<file path="src/rtl/rdma_unpacker.sv">
// ---------------------------------------------------------------------------
// rdma_unpacker
//   Receive side of the RDMA header packer. It takes a 4-beat, 32-bit,
//   byte-reversed header stream and reassembles it into
//   src_address / dst_address / operation / counter.
//   The fields are presented on a valid/ready result port. Malformed frames
//   (short, long, partial keep) produce a single error pulse. Frames that
//   are delivered and frames that are errored are counted in saturating
//   counters.
//
// Optional feature (compile-time macro RDMA_SEQ_CHECK_EN):
//   Adds output err_seq. It pulses with the rising edge of result_valid
//   when a good frame's counter is not the previous good counter + 1
//   (mod 2^31). The first good frame after reset is never flagged.
//
// Ports:
//   clk, rst                      clock, async active-high reset
//   data_slave/keep_slave/valid_slave/last_slave/ready_slave
//                                 header stream in (wire byte order reversed)
//   src_address, dst_address, operation, counter
//                                 recovered fields, stable while result_valid
//   result_valid / result_ready   result handshake
//   err_short, err_long, err_keep 1-cycle error pulses, one per bad frame
//   frame_count, err_count        saturating CNT_W-bit counters
//   err_seq                       (RDMA_SEQ_CHECK_EN only) sequence gap pulse
// ---------------------------------------------------------------------------
module rdma_unpacker #(
  parameter int CNT_W = 16
) (
  input  logic             clk,
  input  logic             rst,
  input  logic [31:0]      data_slave,
  input  logic [3:0]       keep_slave,
  input  logic             valid_slave,
  input  logic             last_slave,
  output logic             ready_slave,
  output logic [47:0]      src_address,
  output logic [47:0]      dst_address,
  output logic             operation,
  output logic [30:0]      counter,
  output logic             result_valid,
  input  logic             result_ready,
  output logic             err_short,
  output logic             err_long,
  output logic             err_keep,
  output logic [CNT_W-1:0] frame_count,
  output logic [CNT_W-1:0] err_count
`ifdef RDMA_SEQ_CHECK_EN
  ,
  output logic             err_seq
`endif
);

  typedef enum logic [1:0] {
    COLLECT = 2'd0,
    HOLD    = 2'd1,
    DRAIN   = 2'd2
  } state_t;

  state_t      state, state_nxt;
  logic [1:0]  idx, idx_nxt;
  logic        keep_bad, keep_bad_nxt;
  logic        beat;
  logic        keep_ok;
  logic [31:0] w;

  // Single-cycle events decoded from the current beat.
  logic ev_short, ev_long, ev_keep, ev_good;

  // Shadow copy of beats 0..2. Beat 3 goes straight to the outputs.
  logic [31:0] sh_src_hi;
  logic [15:0] sh_src_lo;
  logic [15:0] sh_dst_hi;
  logic [31:0] sh_dst_lo;

  // Gated by rst so the stream is not accepted while reset is asserted.
  assign ready_slave  = ~rst & (state != HOLD);
  assign beat         = valid_slave & ready_slave;
  assign keep_ok      = (keep_slave == 4'hf);
  assign w            = {data_slave[7:0], data_slave[15:8],
                         data_slave[23:16], data_slave[31:24]};
  assign result_valid = (state == HOLD);

  // NOTE: every signal written here gets a default first; a path that leaves
  // one unassigned would infer a latch.
  always_comb begin
    state_nxt    = state;
    idx_nxt      = idx;
    keep_bad_nxt = keep_bad;
    ev_short     = 1'b0;
    ev_long      = 1'b0;
    ev_keep      = 1'b0;
    ev_good      = 1'b0;
    unique case (state)
      COLLECT: begin
        if (beat) begin
          if (last_slave && idx != 2'd3) begin
            // A short frame wins over any keep problem.
            ev_short     = 1'b1;
            idx_nxt      = 2'd0;
            keep_bad_nxt = 1'b0;
          end else if (idx == 2'd3 && last_slave) begin
            idx_nxt      = 2'd0;
            keep_bad_nxt = 1'b0;
            if (keep_bad || !keep_ok) begin
              ev_keep = 1'b1;
            end else begin
              ev_good   = 1'b1;
              state_nxt = HOLD;
            end
          end else if (idx == 2'd3) begin
            // Long frame: the keep check is skipped. The rest is drained.
            ev_long      = 1'b1;
            idx_nxt      = 2'd0;
            keep_bad_nxt = 1'b0;
            state_nxt    = DRAIN;
          end else begin
            idx_nxt      = idx + 2'd1;
            keep_bad_nxt = keep_bad | ~keep_ok;
          end
        end
      end
      HOLD: begin
        if (result_ready) state_nxt = COLLECT;
      end
      DRAIN: begin
        if (beat && last_slave) begin
          state_nxt    = COLLECT;
          idx_nxt      = 2'd0;
          keep_bad_nxt = 1'b0;
        end
      end
      default: state_nxt = COLLECT;
    endcase
  end

  // NOTE: sequential state uses non-blocking assignments only, so every
  // register samples the values from before the clock edge.
  always_ff @(posedge clk or posedge rst) begin
    if (rst) begin
      state    <= COLLECT;
      idx      <= 2'd0;
      keep_bad <= 1'b0;
    end else begin
      state    <= state_nxt;
      idx      <= idx_nxt;
      keep_bad <= keep_bad_nxt;
    end
  end

  // NOTE: the field registers are reset as well, because a reset must clear
  // every visible field and no stale partial frame may survive it.
  always_ff @(posedge clk or posedge rst) begin
    if (rst) begin
      sh_src_hi   <= '0;
      sh_src_lo   <= '0;
      sh_dst_hi   <= '0;
      sh_dst_lo   <= '0;
      src_address <= '0;
      dst_address <= '0;
      operation   <= 1'b0;
      counter     <= '0;
    end else begin
      if (state == COLLECT && beat) begin
        unique case (idx)
          2'd0: sh_src_hi <= w;
          2'd1: begin
            sh_src_lo <= w[31:16];
            sh_dst_hi <= w[15:0];
          end
          2'd2: sh_dst_lo <= w;
          default: ;
        endcase
      end
      if (ev_good) begin
        src_address <= {sh_src_hi, sh_src_lo};
        dst_address <= {sh_dst_hi, sh_dst_lo};
        operation   <= w[31];
        counter     <= w[30:0];
      end
    end
  end

  // Error pulses and saturating counters.
  always_ff @(posedge clk or posedge rst) begin
    if (rst) begin
      err_short   <= 1'b0;
      err_long    <= 1'b0;
      err_keep    <= 1'b0;
      frame_count <= '0;
      err_count   <= '0;
    end else begin
      err_short <= ev_short;
      err_long  <= ev_long;
      err_keep  <= ev_keep;
      if ((ev_short || ev_long || ev_keep) && err_count != '1)
        err_count <= err_count + 1'b1;
      if (state == HOLD && result_ready && frame_count != '1)
        frame_count <= frame_count + 1'b1;
    end
  end

`ifdef RDMA_SEQ_CHECK_EN
  logic        seq_seen;
  logic [30:0] last_counter;

  // Evaluated on the same edge that raises result_valid.
  always_ff @(posedge clk or posedge rst) begin
    if (rst) begin
      seq_seen     <= 1'b0;
      last_counter <= '0;
      err_seq      <= 1'b0;
    end else begin
      err_seq <= 1'b0;
      if (ev_good) begin
        seq_seen     <= 1'b1;
        last_counter <= w[30:0];
        err_seq      <= seq_seen && (w[30:0] != last_counter + 31'd1);
      end
    end
  end
`endif

endmodule

</file>
<file path="config.mk">
export PLATFORM = sky130hd
export DESIGN_NAME = rdma_unpacker
export DESIGN_NICKNAME = d
export VERILOG_FILES = /design/src/rtl/rdma_unpacker.sv
export SDC_FILE = /design/constraint.sdc
export NUM_CORES = 1
export LEC_CHECK = 0
export CAP_MARGIN = 15
export CORE_UTILIZATION = 35
export CTS_BUF_LIST = sky130_fd_sc_hd__clkbuf_4 sky130_fd_sc_hd__clkbuf_8
export CTS_CLUSTER_DIAMETER = 50
export DETAILED_ROUTE_END_ITERATION = 10
export PLACE_DENSITY = 0.68
export SYNTH_ARGS = -nofsm -noshare
export SYNTH_HDL_FRONTEND = slang
export SYNTH_SLANG_ARGS = --single-unit
</file>
<file path="constraint.sdc">
create_clock -name clk -period 21.4 [get_ports clk]
set_input_delay 2.14 -clock clk [delete_from_list [all_inputs] [get_ports clk]]
set_output_delay 2.14 -clock clk [all_outputs]
set_load 0.05 [all_outputs]
</file>
; ---- Yosys cells after proc, flatten, opt, wreduce, memory -nomap -nowiden
; Index checks and enable logic that the tools add are counted.
[totals]
reg_bits = 264
[classes]
addsub = 3
eq_ne = 16
mux = 37
bitwise_logic = 5
n_reduce_logical = 19
[op_table]
columns = op, n
row1 = $add A16 B1 Y16 const B, 2
row2 = $ne A16 B16 Y1 const B, 2
row3 = $mux W1, 23
row4 = $mux W2, 11
row5 = $ne A2 B2 Y1 const B, 4
row6 = $logic_and A1 B1 Y1, 7
row7 = $eq A2 B2 Y1 const B, 3
row8 = $ne A3 B3 Y1 const B, 2
row9 = $pmux W2 S3, 1
row10 = $reduce_and A2 Y1, 3
row11 = $reduce_and A6 Y1, 1
row12 = $eq A2 B1 Y1 const B, 2
row13 = $eq A4 B4 Y1 const B, 1
row14 = $logic_not A2 Y1, 2
row15 = $ne A2 B1 Y1 const B, 2
row16 = $pmux W2 S2, 1
row17 = $logic_or A1 B1 Y1, 3
row18 = $reduce_and A3 Y1, 1
row19 = $add A2 B1 Y2 const B, 1
row20 = $and A1 B1 Y1, 2
row21 = $not A1 Y1, 2
row22 = $pmux W1 S2, 1
row23 = $reduce_bool A2 Y1, 1
row24 = $logic_not A1 Y1, 1
row25 = $or A1 B1 Y1, 1

; ---- Longest topological paths before layout
[depth]
ltp_word = 10
depth_mapped = 8
depth_no_buf = 6

; ---- Least setup slack after synthesis
; OpenSTA, ideal clock, no wires.
[synth_path]
path_type = input -> output
from = input rst
to = output ready_slave
arrival_time_ns = 2.794
required_ns = 19.260
setup_slack_ns = 16.466
path_stages = 1
path_buffers = 0
path_cell_list = nor2_1
[synth_between]
elab_chain_cells = 2
[synth_lines]
columns = element, line_no
row1 = "start, declared", 31  ; input logic rst,
row2 = $not A1 Y1, 77  ; assign ready_slave = ~rst & (state != HOLD);
row3 = $and A1 B1 Y1, 77
row4 = "end, declared", 36  ; output logic ready_slave,
; No other way between the ends.

; ---- Worst setup path in the final report
; Ends and elaborated chain as after synthesis.

==> metrics.txt <==
# TYPE chip_impl_metric gauge
chip_impl_info{name="layout_common_cells",value="264 x sky130_fd_sc_hd__dfrtp_1, 205 x sky130_fd_sc_hd__clkdlybuf4s50_1, 105 x sky130_fd_sc_hd__mux2_2, 100 x sky130_fd_sc_hd__mux2_4, 56 x sky130_fd_sc_hd__clkbuf_8"} 1
chip_impl_metric{name="synth_simple_gate_area_share",unit="%"} 4.66
chip_impl_metric{name="worst_ir_drop_vdd",unit="V"} 0.0000663
chip_impl_metric{name="via_cell_ratio",unit=""} 4.68
chip_impl_metric{name="grt.total_usage",unit="%"} 14.4
chip_impl_metric{name="antenna_found_initial",unit=""} 0
chip_impl_metric{name="xor_xnor_cell_area_share_of_the_yosys_netlist",unit="%"} 2.26
chip_impl_metric{name="finalNetCount",unit=""} 947
chip_impl_metric{name="post-dp-hpwl",unit="mm"} 14.0
chip_impl_metric{name="h-tree-depth",unit=""} 2
chip_impl_metric{name="yosysSeqAreaShare",unit="%"} 60.9
chip_impl_metric{name="final_min_period_over_clock_period",unit="%"} 26.9
chip_impl_metric{name="fp.coreArea",unit="sq um"} 30500
chip_impl_metric{name="crit_arrival",unit="ns"} 3.63
chip_impl_metric{name="die_area",unit="sq um"} 31700
chip_impl_metric{name="hold_buffers",unit=""} 0
chip_impl_metric{name="synthesis.area_per_instance",unit="sq um"} 16.2
chip_impl_metric{name="fin_total_pwr",unit="mW"} 1.35
chip_impl_metric{name="layout_area_growth_over_synthesis",unit="%"} 29.4
chip_impl_metric{name="drt_drc_violations_left",unit=""} 0
chip_impl_info{name="synth_top_family_by_area",value="multiplexers"} 1
chip_impl_metric{name="io_buffers",unit=""} 205
chip_impl_metric{name="whs",unit="ns"} 0.481
chip_impl_metric{name="finalSetupTns",unit="ns"} 0
chip_impl_metric{name="routed_wirelength",unit="mm"} 22.4
chip_impl_metric{name="yosys-mux-area-fraction",unit="%"} 26.9
chip_impl_metric{name="maxCapViolations",unit=""} 0
chip_impl_metric{name="number_of_distinct_library_cells_after_synthesis",unit=""} 40
chip_impl_metric{name="slew_violations",unit=""} 0
chip_impl_metric{name="multi_input_gate_area_in_the_final_layout",unit="sq um"} 3880
chip_impl_metric{name="fillerInstances",unit=""} 2702
chip_impl_metric{name="synth_top_area_share",unit="%"} 60.9
chip_impl_metric{name="insertion_delay",unit="ns"} 0.54
chip_impl_metric{name="clockBufferDepth",unit=""} 3
chip_impl_info{name="holdCritPathClass",value="reg2reg"} 1
chip_impl_info{name="timing.critical_path.from_type",value="primary input"} 1
chip_impl_metric{name="tritoncts_num_sinks",unit=""} 264
chip_impl_metric{name="slew_headroom",unit="%"} 28.9
chip_impl_metric{name="clk_pin_slew",unit="ns"} 0.06
chip_impl_info{name="ctsRootBufferMaster",value="sky130_fd_sc_hd__clkbuf_8"} 1
chip_impl_metric{name="synth.yosys.warnings",unit=""} 0
chip_impl_metric{name="fmax",unit="MHz"} 173
chip_impl_info{name="cp-end-kind",value="output pin"} 1
chip_impl_metric{name="postLayoutCellArea",unit="sq um"} 14000
chip_impl_metric{name="row_count",unit=""} 64
chip_impl_metric{name="cell_area_after_synthesis",unit="sq um"} 10900
chip_impl_metric{name="drt_pass1_iterations",unit=""} 4
chip_impl_info{name="crit_top_cell",value="sky130_fd_sc_hd__clkdlybuf4s50_1"} 1
chip_impl_metric{name="fin_skew",unit="ns"} 0.0294
chip_impl_info{name="synth.largest_area_cell",value="sky130_fd_sc_hd__dfrtp_1"} 1
chip_impl_metric{name="grt_pass1_vias",unit=""} 6386
chip_impl_metric{name="worstPathMaxFanout",unit=""} 4
chip_impl_metric{name="crit_required",unit="ns"} 19.26
chip_impl_metric{name="synth-adder-area-share",unit="%"} 0.807
chip_impl_info{name="rsz_0062_raised_after_global_routing",value="false"} 1
chip_impl_metric{name="synth_seq_cells",unit=""} 264
chip_impl_metric{name="timing_worst_slew_pin_value",unit="ns"} 1.07
chip_impl_metric{name="post-cts-setup-buffers",unit=""} 0
chip_impl_metric{name="floorplan.initialDensity",unit="%"} 35.6
chip_impl_info{name="cts_tree",value="done"} 1
chip_impl_metric{name="wire_length_of_the_first_global_routing_pass",unit="mm"} 36.0
chip_impl_metric{name="cts_buffers",unit=""} 47
chip_impl_metric{name="final_hold_viol_count",unit=""} 0
chip_impl_metric{name="routed_vias",unit=""} 6195
chip_impl_metric{name="place_congestion",unit=""} 0.773
chip_impl_metric{name="globalRoute.totalOverflow",unit=""} 0
chip_impl_metric{name="placed_area",unit="sq um"} 13100
chip_impl_metric{name="drive_gt1_share",unit="%"} 32.1
chip_impl_metric{name="timing.critical_path.slowest_cell_delay",unit="ns"} 0.80
chip_impl_metric{name="finalSetupViolCount",unit=""} 0
chip_impl_metric{name="die_y",unit="um"} 178
chip_impl_info{name="critical_path_start_end_classification",value="in2out"} 1
chip_impl_metric{name="antenna_cells",unit=""} 0
chip_impl_metric{name="final.min_clock_period",unit="ns"} 5.77
chip_impl_metric{name="detail_route.wl_per_cell",unit="um"} 16.9
chip_impl_metric{name="grt_start_max_net_pins",unit=""} 122
chip_impl_info{name="run_status",value="complete, no violations"} 1
chip_impl_info{name="layout.cells.most_common",value="sky130_fd_sc_hd__dfrtp_1"} 1
chip_impl_metric{name="power_leakage",unit="nW"} 6.32
chip_impl_metric{name="number_of_gates_given_a_new_drive_strength_after_cts",unit=""} 0
chip_impl_metric{name="netlist_instances",unit=""} 670
chip_impl_info{name="crit_chain",value="clkdlybuf4s50_1 > nor2_1 > clkdlybuf4s50_1"} 1
chip_impl_metric{name="synth-compound-area-share",unit="%"} 1.04
chip_impl_metric{name="violation_count_after_the_first_detailed_route_iteration",unit=""} 329
chip_impl_metric{name="io_pins",unit=""} 206
chip_impl_metric{name="die_width",unit="um"} 178
chip_impl_metric{name="seqCellArea",unit="sq um"} 6610
chip_impl_metric{name="power_density",unit="nW/um^2"} 96.4
chip_impl_metric{name="antenna_left",unit=""} 0
chip_impl_metric{name="postSynthNetCount",unit=""} 718
chip_impl_info{name="synth_top_cells_by_area",value="sky130_fd_sc_hd__dfrtp_1 61%, sky130_fd_sc_hd__mux2_4 14%, sky130_fd_sc_hd__mux2_2 11%"} 1
chip_impl_info{name="cp_slowest_cell",value="sky130_fd_sc_hd__clkdlybuf4s50_1"} 1
==> stage by stage <==
step	utilization [%]	setup slack (ns)	cells
global placement	43.0	15.57	1246
global route	46.0	15.59	1323
detailed placement	43.0	15.54	1246
finish	46.0	15.63	1323
floorplan	-	11.99	670
CTS	46.0	15.62	1323
==> where the power goes <==
part	switching (mW)	total [mW]	internal, mW
clock	0.196	0.467	0.271
sequential	0.0591	0.663	0.604
combinational	0.103	0.224	0.121
total	0.358	1.35	0.996
==> final cells by class <==
class | instances | share of cell area, %
clock buffers | 70 | 6.24
clock inverters | 7 | 0.445
inverters | 6 | 0.214
multi-input cells | 369 | 27.6
flip-flops and latches | 264 | 47.0
well taps | 396 | 3.53
repair buffers | 211 | 14.9
==> final timing paths <==
path	start	end	slack [ns]	depth (start not counted)
hold reg to reg	counter[17]$_DFFE_PP0P_	counter[17]$_DFFE_PP0P_	0.48	1
setup reg to reg	state[0]$_DFFE_PP0P_	src_address[40]$_DFFE_PP0P_	17.90	6
min in group asynchronous	rst	frame_count[14]$_DFFE_PP0P_	2.21	2
hold / removal	counter[17]$_DFFE_PP0P_	counter[17]$_DFFE_PP0P_	0.48	1
max in group asynchronous	rst	sh_src_hi[19]$_DFFE_PP0P_	17.63	3
setup / recovery	rst	ready_slave	15.63	3
==> kinds of logic after synthesis <==
logic type | count (synthesis)
AOI/OAI and AO/OA | 18
buffers and inverters | 37
adders and majority gates | 7
xor gates and xnor gates | 28
muxes | 226
and+or+nand+nor | 90
DFF | 264
==> state kept, by name, indices dropped and copies added, names as in the netlist <==
signal,count
sh_dst_lo,32
frame_count,16
err_long,1
sh_dst_hi,16
err_count,16
counter,31
sh_src_lo,16
dst_address,48
src_address,48
err_short,1
idx,2
keep_bad,1
err_keep,1
operation,1
sh_src_hi,32
state,2
==> cells in the mapped netlist <==
cell and number:
sky130_fd_sc_hd__a211oi_1 2, sky130_fd_sc_hd__a21oi_1 6, sky130_fd_sc_hd__a22oi_1 1, sky130_fd_sc_hd__a31o_2 1
sky130_fd_sc_hd__a31oi_1 3, sky130_fd_sc_hd__a32oi_1 1, sky130_fd_sc_hd__and3_1 6, sky130_fd_sc_hd__and4_1 2
sky130_fd_sc_hd__and4b_1 1, sky130_fd_sc_hd__buf_12 11, sky130_fd_sc_hd__buf_2 10, sky130_fd_sc_hd__buf_4 3
sky130_fd_sc_hd__buf_6 3, sky130_fd_sc_hd__clkbuf_1 3, sky130_fd_sc_hd__clkbuf_8 1, sky130_fd_sc_hd__dfrtp_1 264
sky130_fd_sc_hd__ha_1 7, sky130_fd_sc_hd__inv_1 6, sky130_fd_sc_hd__mux2_1 21, sky130_fd_sc_hd__mux2_2 105
sky130_fd_sc_hd__mux2_4 100, sky130_fd_sc_hd__nand2_1 21, sky130_fd_sc_hd__nand3_1 17, sky130_fd_sc_hd__nand3_4 1
sky130_fd_sc_hd__nand3b_1 1, sky130_fd_sc_hd__nand4_1 9, sky130_fd_sc_hd__nand4b_1 1, sky130_fd_sc_hd__nor2_1 10
sky130_fd_sc_hd__nor2_4 1, sky130_fd_sc_hd__nor2_8 1, sky130_fd_sc_hd__nor2b_1 4, sky130_fd_sc_hd__nor3_1 6
sky130_fd_sc_hd__nor3b_1 3, sky130_fd_sc_hd__nor4_1 4, sky130_fd_sc_hd__o21a_2 1, sky130_fd_sc_hd__o21ai_0 3
sky130_fd_sc_hd__or2_2 1, sky130_fd_sc_hd__or3b_1 1, sky130_fd_sc_hd__xnor2_1 22, sky130_fd_sc_hd__xor2_1 6
==> metal layers <==
layer | track usage [%] | vias to the layer above | routed length (um)
met2 | 22.1 | 169 | 10200
met5 | 0 | - | 0
li1 | - | 2827 | -
met1 | 19.3 | 3153 | 10200
met4 | 4.81 | 0 | 432
met3 | 4.45 | 46 | 1610
==> critical path: cells and delay by family <==
family | cells | cell delay (ns)
buffers and inverters | 2 | 1.34
AND/OR/NAND/NOR | 1 | 0.14
(Power assumes the default switching activity.)
